===== config.mk =====
export PLATFORM = sky130hd
export DESIGN_NAME = host_exit_monitor
export DESIGN_NICKNAME = d
export VERILOG_FILES = /design/src/rtl/host_exit_monitor.sv
export SDC_FILE = /design/constraint.sdc
export NUM_CORES = 1
export LEC_CHECK = 0
export ABC_AREA = 1
export CAP_MARGIN = 20
export CORE_ASPECT_RATIO = 1.4
export CORE_MARGIN = 2
export CORE_UTILIZATION = 55
export CTS_BUF_LIST = sky130_fd_sc_hd__clkbuf_4 sky130_fd_sc_hd__clkbuf_8 sky130_fd_sc_hd__clkbuf_16
export CTS_CLUSTER_DIAMETER = 150
export DETAILED_ROUTE_END_ITERATION = 8
export PLACE_DENSITY = 0.81
export SLEW_MARGIN = 20
export SYNTH_ARGS = -nofsm -noshare
export SYNTH_HDL_FRONTEND = slang
export SYNTH_SLANG_ARGS = --single-unit

===== constraint.sdc =====
create_clock -name clock -period 5.8 [get_ports clock]
set_input_delay 0.87 -clock clock [delete_from_list [all_inputs] [get_ports clock]]
set_output_delay 0.87 -clock clock [all_outputs]
set_load 0.005 [all_outputs]

===== src/rtl/host_exit_monitor.sv =====
// Host exit monitor. It watches the dmem write channels for stores to tohost, latches the run verdict,
// exit code, cycle count and winning port, and keeps a ring buffer of recent host writes.
module host_exit_monitor #(
  parameter int              NUM_PORTS   = 2,
  parameter int              XLEN        = 32,
  parameter logic [XLEN-1:0] TOHOST_ADDR = '0,
  parameter int              IGNORE_LSB  = 3,
  parameter int              HIST_DEPTH  = 8,
  localparam int             STRB_W      = XLEN / 8,
  localparam int             PORT_W      = (NUM_PORTS > 1) ? $clog2(NUM_PORTS) : 1,
  localparam int             IDX_W       = $clog2(HIST_DEPTH),
  localparam int             CNT_W       = IDX_W + 1
) (
  input  logic                        clock,
  input  logic                        reset,
  input  logic                        clear,
  input  logic [31:0]                 max_cycles,
  input  logic [NUM_PORTS-1:0]        mem_valid,
  input  logic [NUM_PORTS*XLEN-1:0]   mem_addr,
  input  logic [NUM_PORTS*STRB_W-1:0] mem_wstrb,
  input  logic [NUM_PORTS*XLEN-1:0]   mem_wdata,
  output logic                        done,
  output logic                        pass,
  output logic                        fail,
  output logic                        timeout,
  output logic [XLEN-1:0]             exit_code,
  output logic [PORT_W-1:0]           hit_port,
  output logic [31:0]                 cycle_count,
  output logic [CNT_W-1:0]            hist_count,
  output logic                        hist_drop,
  input  logic [IDX_W-1:0]            hist_rd_idx,
  output logic [XLEN-1:0]             hist_rd_data
);

  typedef enum logic [1:0] {
    S_IDLE = 2'd0,
    S_RUN  = 2'd1,
    S_DONE = 2'd2
  } state_e;

  state_e            state_q;
  logic              done_q, pass_q, fail_q, timeout_q, hist_drop_q;
  logic [XLEN-1:0]   exit_code_q;
  logic [PORT_W-1:0] hit_port_q;
  logic [31:0]       cycle_count_q;
  logic [CNT_W-1:0]  hist_count_q;
  logic [IDX_W-1:0]  wr_ptr_q;
  logic [XLEN-1:0]   hist_q [HIST_DEPTH];

  logic [NUM_PORTS-1:0] hit;
  logic                 any_hit;
  logic                 multi_hit;
  logic [PORT_W-1:0]    win_port;
  logic [XLEN-1:0]      win_data;
  logic                 timeout_now;
  logic [IDX_W-1:0]     rd_ptr;

  // NOTE: every combinational output gets a default first, so no path can infer a latch.
  always_comb begin
    hit       = '0;
    any_hit   = 1'b0;
    multi_hit = 1'b0;
    win_port  = '0;
    win_data  = '0;
    for (int i = 0; i < NUM_PORTS; i++) begin
      hit[i] = mem_valid[i]
            && (|mem_wstrb[i*STRB_W +: STRB_W])
            && (mem_addr[i*XLEN+IGNORE_LSB +: XLEN-IGNORE_LSB] == TOHOST_ADDR[XLEN-1:IGNORE_LSB]);
    end
    // Scan from the top down so that the lowest hitting port is the last one assigned.
    for (int i = NUM_PORTS - 1; i >= 0; i--) begin
      if (hit[i]) begin
        win_port = PORT_W'(i);
        win_data = mem_wdata[i*XLEN +: XLEN];
      end
    end
    for (int i = 0; i < NUM_PORTS; i++) begin
      if (hit[i]) begin
        if (any_hit) multi_hit = 1'b1;
        any_hit = 1'b1;
      end
    end
  end

  assign timeout_now = (max_cycles != 32'd0) && (cycle_count_q == max_cycles - 32'd1);

  // NOTE: sequential state uses non-blocking assignments. The history memory is reset
  // as well, because a post-mortem read must never return stale data.
  always_ff @(posedge clock or negedge reset) begin
    if (!reset) begin
      state_q       <= S_IDLE;
      done_q        <= 1'b0;
      pass_q        <= 1'b0;
      fail_q        <= 1'b0;
      timeout_q     <= 1'b0;
      hist_drop_q   <= 1'b0;
      exit_code_q   <= '0;
      hit_port_q    <= '0;
      cycle_count_q <= '0;
      hist_count_q  <= '0;
      wr_ptr_q      <= '0;
      for (int k = 0; k < HIST_DEPTH; k++) hist_q[k] <= '0;
    end else begin
      case (state_q)
        S_IDLE: begin
          cycle_count_q <= '0;
          if (!clear) state_q <= S_RUN;
        end
        S_RUN: begin
          if (clear) begin
            state_q       <= S_IDLE;
            cycle_count_q <= '0;
          end else begin
            cycle_count_q <= cycle_count_q + 32'd1;
            if (any_hit) begin
              hist_q[wr_ptr_q] <= win_data;
              wr_ptr_q         <= wr_ptr_q + IDX_W'(1);
              if (hist_count_q != CNT_W'(HIST_DEPTH)) hist_count_q <= hist_count_q + CNT_W'(1);
              if (multi_hit) hist_drop_q <= 1'b1;
            end
            // A terminating hit beats a timeout that falls on the same edge.
            if (any_hit && (win_data != '0)) begin
              state_q     <= S_DONE;
              done_q      <= 1'b1;
              pass_q      <= (win_data == XLEN'(1));
              fail_q      <= (win_data != XLEN'(1));
              exit_code_q <= win_data;
              hit_port_q  <= win_port;
            end else if (timeout_now) begin
              state_q     <= S_DONE;
              done_q      <= 1'b1;
              timeout_q   <= 1'b1;
              exit_code_q <= '0;
              hit_port_q  <= '0;
            end
          end
        end
        S_DONE: ;
        default: state_q <= S_IDLE;
      endcase
    end
  end

  assign rd_ptr       = wr_ptr_q - IDX_W'(1) - hist_rd_idx;
  assign hist_rd_data = ({1'b0, hist_rd_idx} < hist_count_q) ? hist_q[rd_ptr] : '0;

  assign done        = done_q;
  assign pass        = pass_q;
  assign fail        = fail_q;
  assign timeout     = timeout_q;
  assign exit_code   = exit_code_q;
  assign hit_port    = hit_port_q;
  assign cycle_count = cycle_count_q;
  assign hist_count  = hist_count_q;
  assign hist_drop   = hist_drop_q;

endmodule


=== Yosys cells after proc, flatten, opt, wreduce, memory -nomap -nowiden ===
Cells that the tools add are included.

* Register bits: 335
* Bits of input ports: 176
* Output and inout port bits: 106
* Logic and storage cells: 93

* Add/subtract/negate cells: 6
* Magnitude comparators: 4
* Eq/ne operators: 8
* Mux-type cells: 28
* Bitwise gates (word level): 5
* Reduce and logical (&&, ||, !) cells: 23

{| class="wikitable"
|+ Operators by type and width
! kind !! number
|-
| 32-bit 2-to-1 mux || 9
|-
| 256-bit bitwise mux || 1
|-
| 32-bit binary-select mux with 3-bit select || 1
|-
| 32-bit demux with 3-bit select || 1
|-
| 32-bit one-hot mux with 2 select lines || 1
|-
| 32-bit nonzero test || 2
|-
| 29-bit logical NOT || 2
|-
| 32-bit by 1-bit adder with 32-bit output (second input constant) || 1
|-
| 32-bit by 1-bit == test with 1-bit output (second input constant) || 1
|-
| 32-bit == test || 1
|-
| 32-bit by 1-bit != test with 1-bit output (second input constant) || 1
|-
| 32-bit by 1-bit subtractor with 32-bit output (second input constant) || 1
|-
| 3-bit AND reduction || 4
|-
| 4-bit AND reduction || 3
|-
| 1-bit 2-to-1 mux || 10
|-
| 4-bit greater-or-equal comparator (second input constant) || 2
|-
| 2-bit 2-to-1 mux || 4
|-
| 4-bit != test (second input constant) || 2
|-
| 3-bit NOT with 4-bit output || 2
|-
| 4-bit OR reduction || 2
|-
| 1-bit logical AND || 7
|-
| 2-bit one-hot mux with 3 select lines || 1
|-
| 4-bit by 1-bit adder with 4-bit output (second input constant) || 1
|-
| 3-bit by 4-bit < comparator with 1-bit output || 1
|-
| other kinds (10) || 13
|}

=== Longest topological paths before layout ===
* Word-level depth: 10
* Gate-level depth with buffers: 20
* Gate-level depth less buffers: 19

=== Worst setup path after synthesis ===
No wires, ideal clock.

* Path type: input port to output port
* From: input hist_rd_idx[0]
* To: output hist_rd_data[27]
* Arrival time: 2581 ps
* Required time: 4930 ps
* Slack: 2349 ps
* Stages on the path: 10
* Path buffers: 2
* Path through: inv_1 > ha_1 > inv_1 > fa_1 > clkbuf_1 > buf_1 > a21oi_1 > a32o_1 > nand2_1 > o221a_2

* Cells in the longest elaborated chain, start to end: 6
* Elaborated cells on any way between the ends: 7
* Those cells by class: add/sub (1); order compare (1); mux (4); bitwise (1)

{| class="wikitable"
|+ Ends and longest elaborated chain
! item !! RTL line !! RTL
|-
| start, declared || 31 || <nowiki>input logic [IDX_W-1:0] hist_rd_idx,</nowiki>
|-
| 3-bit subtractor || 144 || <nowiki>assign rd_ptr = wr_ptr_q - IDX_W'(1) - hist_rd_idx;</nowiki>
|-
| 3-bit NOT with 4-bit output (not written as such) || 145 || <nowiki>assign hist_rd_data = ({1'b0, hist_rd_idx} < hist_count_q) ? hist_q[rd_ptr] : '0;</nowiki>
|-
| 32-bit binary-select mux with 3-bit select || 145 ||
|-
| 32-bit 2-to-1 mux (not written as such) (2 in a row) || 145 ||
|-
| 32-bit 2-to-1 mux * || 145 ||
|-
| end, declared || 32 || <nowiki>output logic [XLEN-1:0] hist_rd_data</nowiki>
|}

Every way passes the cells marked *; elsewhere a longest branch is shown, timed or not. The select of a mux whose other input is x is not followed.

=== Worst setup path in the final report ===
* From: input hist_rd_idx[0]
* To: output hist_rd_data[17]

The elaborated chain is that of the path after synthesis.

==> metrics.md <==
| Metric | Value |
|---|---|
| Final Util | between 60% and 70% |
| Maximum vdd drop | between 0.15 and 0.2 mV |
| DR vias | between 15,000 and 20,000 |
| Clock slew at reported path FFs | around 0.060 ns |
| R2r startpoint | state_q[1]$_DFFE_PN0P_ |
| YS warnings | 0 |
| Commonest non-fill, non-tap cell in the layout | nand2_1 |
| Clock Latency Late Sink | between 0.5 and 0.6 ns |
| Yosys top cell area share | a little over two fifths |
| First-pass iteration count of the detailed router | 8 |
| Die height | roughly 230 um |
| CP max FO | just over 60 |
| Worst-margin pin slew | 1.06 ns |
| RSZ-0062 raised after global routing | false |
| PwrDens | between 200 and 250 nW/um^2 |
| Critical path class | in2out |
| Row count | 81 |
| H-tree depth | 2 |
| Tcrit/Tclk final | between 80% and 90% |
| Max Cap Violations | 0 |
| DRC | 0 |
| Synth Cell Area | roughly 19,000 um^2 |
| Starting Density | between 50% and 60% |
| First-pass GRT wire length | around 100,000 um |
| Width of the die | roughly 160 um |
| Leakage power figure | between 10 and 15 nW |
| Routed wire per std cell | roughly 19 um |
| PostCTS Resize Cnt | 0 |
| I/O Buffers | 275 |
| Post-synth ARST share | 100% |
| Setup_tns | 0 ns |
| Arrival time of the worst setup path | around 4.2 ns |
| Clock Tree Buf Depth | 3 |
| Reg2Reg Depth | 9 |
| Avg Cell Area, Syn | between 7 and 8 um^2 |
| Final Max Tran Viols | 0 |
| Post-synthesis sequential area ratio | a little over two fifths |
| Core Footprint | 34,800 um^2 |
| IO Pins | between 200 and 300 |
| Required time worst endpoint | between 4 and 5 ns |
| Root buf cell | clkbuf_16 |
| CP Capture Type | output pin |
| # hold bufs at CTS | 0 |
| Flop2flop setup slack | 2.56 ns |
| Cells after Synth | about 2,700 |
| Post-synth cell types | a little under 50 |
| Skew final | 0.0144 ns |
| Final global-route overflow total | 0 |
| Number of synthesized flops with an enable pin | 0 |
| Number of fill cells | between 2,000 and 3,000 |
| Achievable clock frequency | between 150 and 200 MHz |
| Initial drt markers | roughly 2,200 |
| Yosys top cell by area | dfrtp_1 |
| Final Hold Viols | 0 |
| FF-to-FF End | hist_q[251]$_DFFE_PN0P_ |
| Worst relative slew slack | 28.9% |
| Overall power | around 5 mW |
| Vias/cell | 5.85 |
| Sequential cell area | around 8400 um^2 |
| Largest cells by area after synthesis | dfrtp_1 (43%), nand2_1 (18%), o21ai_0 (7.6%) |
| Routed WL | between 60,000 and 70,000 um |
| Area of the multi-input gates | approximately 9600 um^2 |
| Most frequent cells in the layout | nand2_1 (916), dfrtp_1 (334), nor2_1 (312) |
| Largest net degree at the start of global routing | 141 |
| Postcts setup bufs | 0 |
| Total Routing Usage GR | a little over a third |
| Min-Delay Path Class | in2async |
| Clock sinks | 335 |
| Final setup viols | 0 |
| Final min period | 5.09 ns |
| CTS tree | yes |
| Synth Net Count | 2,901 |
| Die area | 36,700 um^2 |
| Share of layout cells above drive strength 1 | a little under 6% |
| Synth Flop Type | dfrtp_1 |
| Antenna violations before repair | 2 |
| HPWL after detailed placement | between 40,000 and 50,000 um |
| Flop and latch count out of synthesis | about 340 |
| Final ANT Viol Nets | 0 |
| Vias in the first global route | slightly below 20,000 |
| Area grow syn2layout | 22.1% |
| TritonCTS Buffers | 35 |
| Nature of the critical path startpoint | input pin |
| Status | completed |
| GPL Wtd Cong | roughly 0.97 |
| Layout Nets | slightly above 3,000 |
cell usage after synthesis, types with 8 or more instances:
cell type	number
a32oi_1	31
a32o_1	31
nor2_1	314
o21ai_1	30
o22ai_1	13
nand4_1	19
a21oi_1	98
clkbuf_1	109
nand2_2	11
nor3_1	8
xor2_1	25
dfrtp_1	335
o21ai_0	293
o221a_2	31
xnor2_1	8
nand3_1	140
ha_1	8
nand2_1	918
buf_2	14
inv_1	198
worst max path at each step:
stage / startpoint / to / slack, ns / depth (start not counted)
2_1_floorplan: hist_rd_idx[0] / hist_rd_data[27] / 2.35 / 10
3_3_place_gp: hist_rd_idx[0] / hist_rd_data[8] / 0.76 / 11
3_5_place_dp: hist_rd_idx[0] / hist_rd_data[17] / 0.72 / 11
4_1_cts: hist_rd_idx[0] / hist_rd_data[12] / 0.73 / 11
5_1_grt: hist_rd_idx[0] / hist_rd_data[17] / 0.54 / 11
6_report: hist_rd_idx[0] / hist_rd_data[17] / 0.71 / 11
critical path, stage by stage:
cell and delay, ns:
clkdlybuf4s50_1 0.43, inv_1 0.11, ha_4 0.13, inv_1 0.05, fa_4 1.28, buf_4 0.32, a21oi_1 0.06, a32o_1 0.22
nand2_1 0.06, o221a_2 0.19, clkdlybuf4s50_1 0.50
flip-flops by register name (all words and copies together), names as in the netlist:
register     count
cycle_count     32
timeout          1
exit_code       32
state_q          2
fail             1
hist_drop        1
hist_q         256
hit_port         1
hist_count       4
pass             1
wr_ptr_q         3
done             1
through the flow:
stage,cells,hold slack [ns],setup slack [ns],cell area [um^2]
finish,3400,0.336,0.712,23600
global route,3400,0.495,0.545,23600
CTS,3399,0.477,0.727,23600
detailed placement,3338,0.462,0.722,22400
global placement,3338,0.450,0.761,22400
floorplan,2716,0.436,2.35,19300
routing by layer:
metal	share of wire, %	track usage (%)	up-vias
li1	-	-	9291
met1	36	41.8	9335
met2	49	60.2	1067
met3	9.3	7.09	209
met4	5.1	17.1	2
met5	0.023	0	-
cells by family after synthesis:
kind of cell / count (synthesis) / share of synthesized area, %
and+or+nand+nor: 1443 / 30.1
AOI/OAI and AO/OA: 552 / 17.1
buffers and inverters: 341 / 7.00
DFF: 335 / 43.4
xor gates and xnor gates: 35 / 1.73
adders and majority gates: 9 / 0.621
muxes: 1 / 0.0582
cell type report:
type / count / share of cell area, %
antenna: 1 / 0.0106
clock buffer: 47 / 4.43
clock inverter: 14 / 0.625
inverter: 203 / 3.23
multi-input combinational: 2040 / 40.9
sequential: 335 / 35.5
tap: 456 / 2.42
timing repair buffer: 304 / 12.9
report_power, final:
part	leakage [nW]	internal, mW	switching, mW
registers	4.51	2.34	0
clock network	0.593	1.36	0.969
logic	5.75	0.207	0.251
Power figures use the tool's default switching activity.
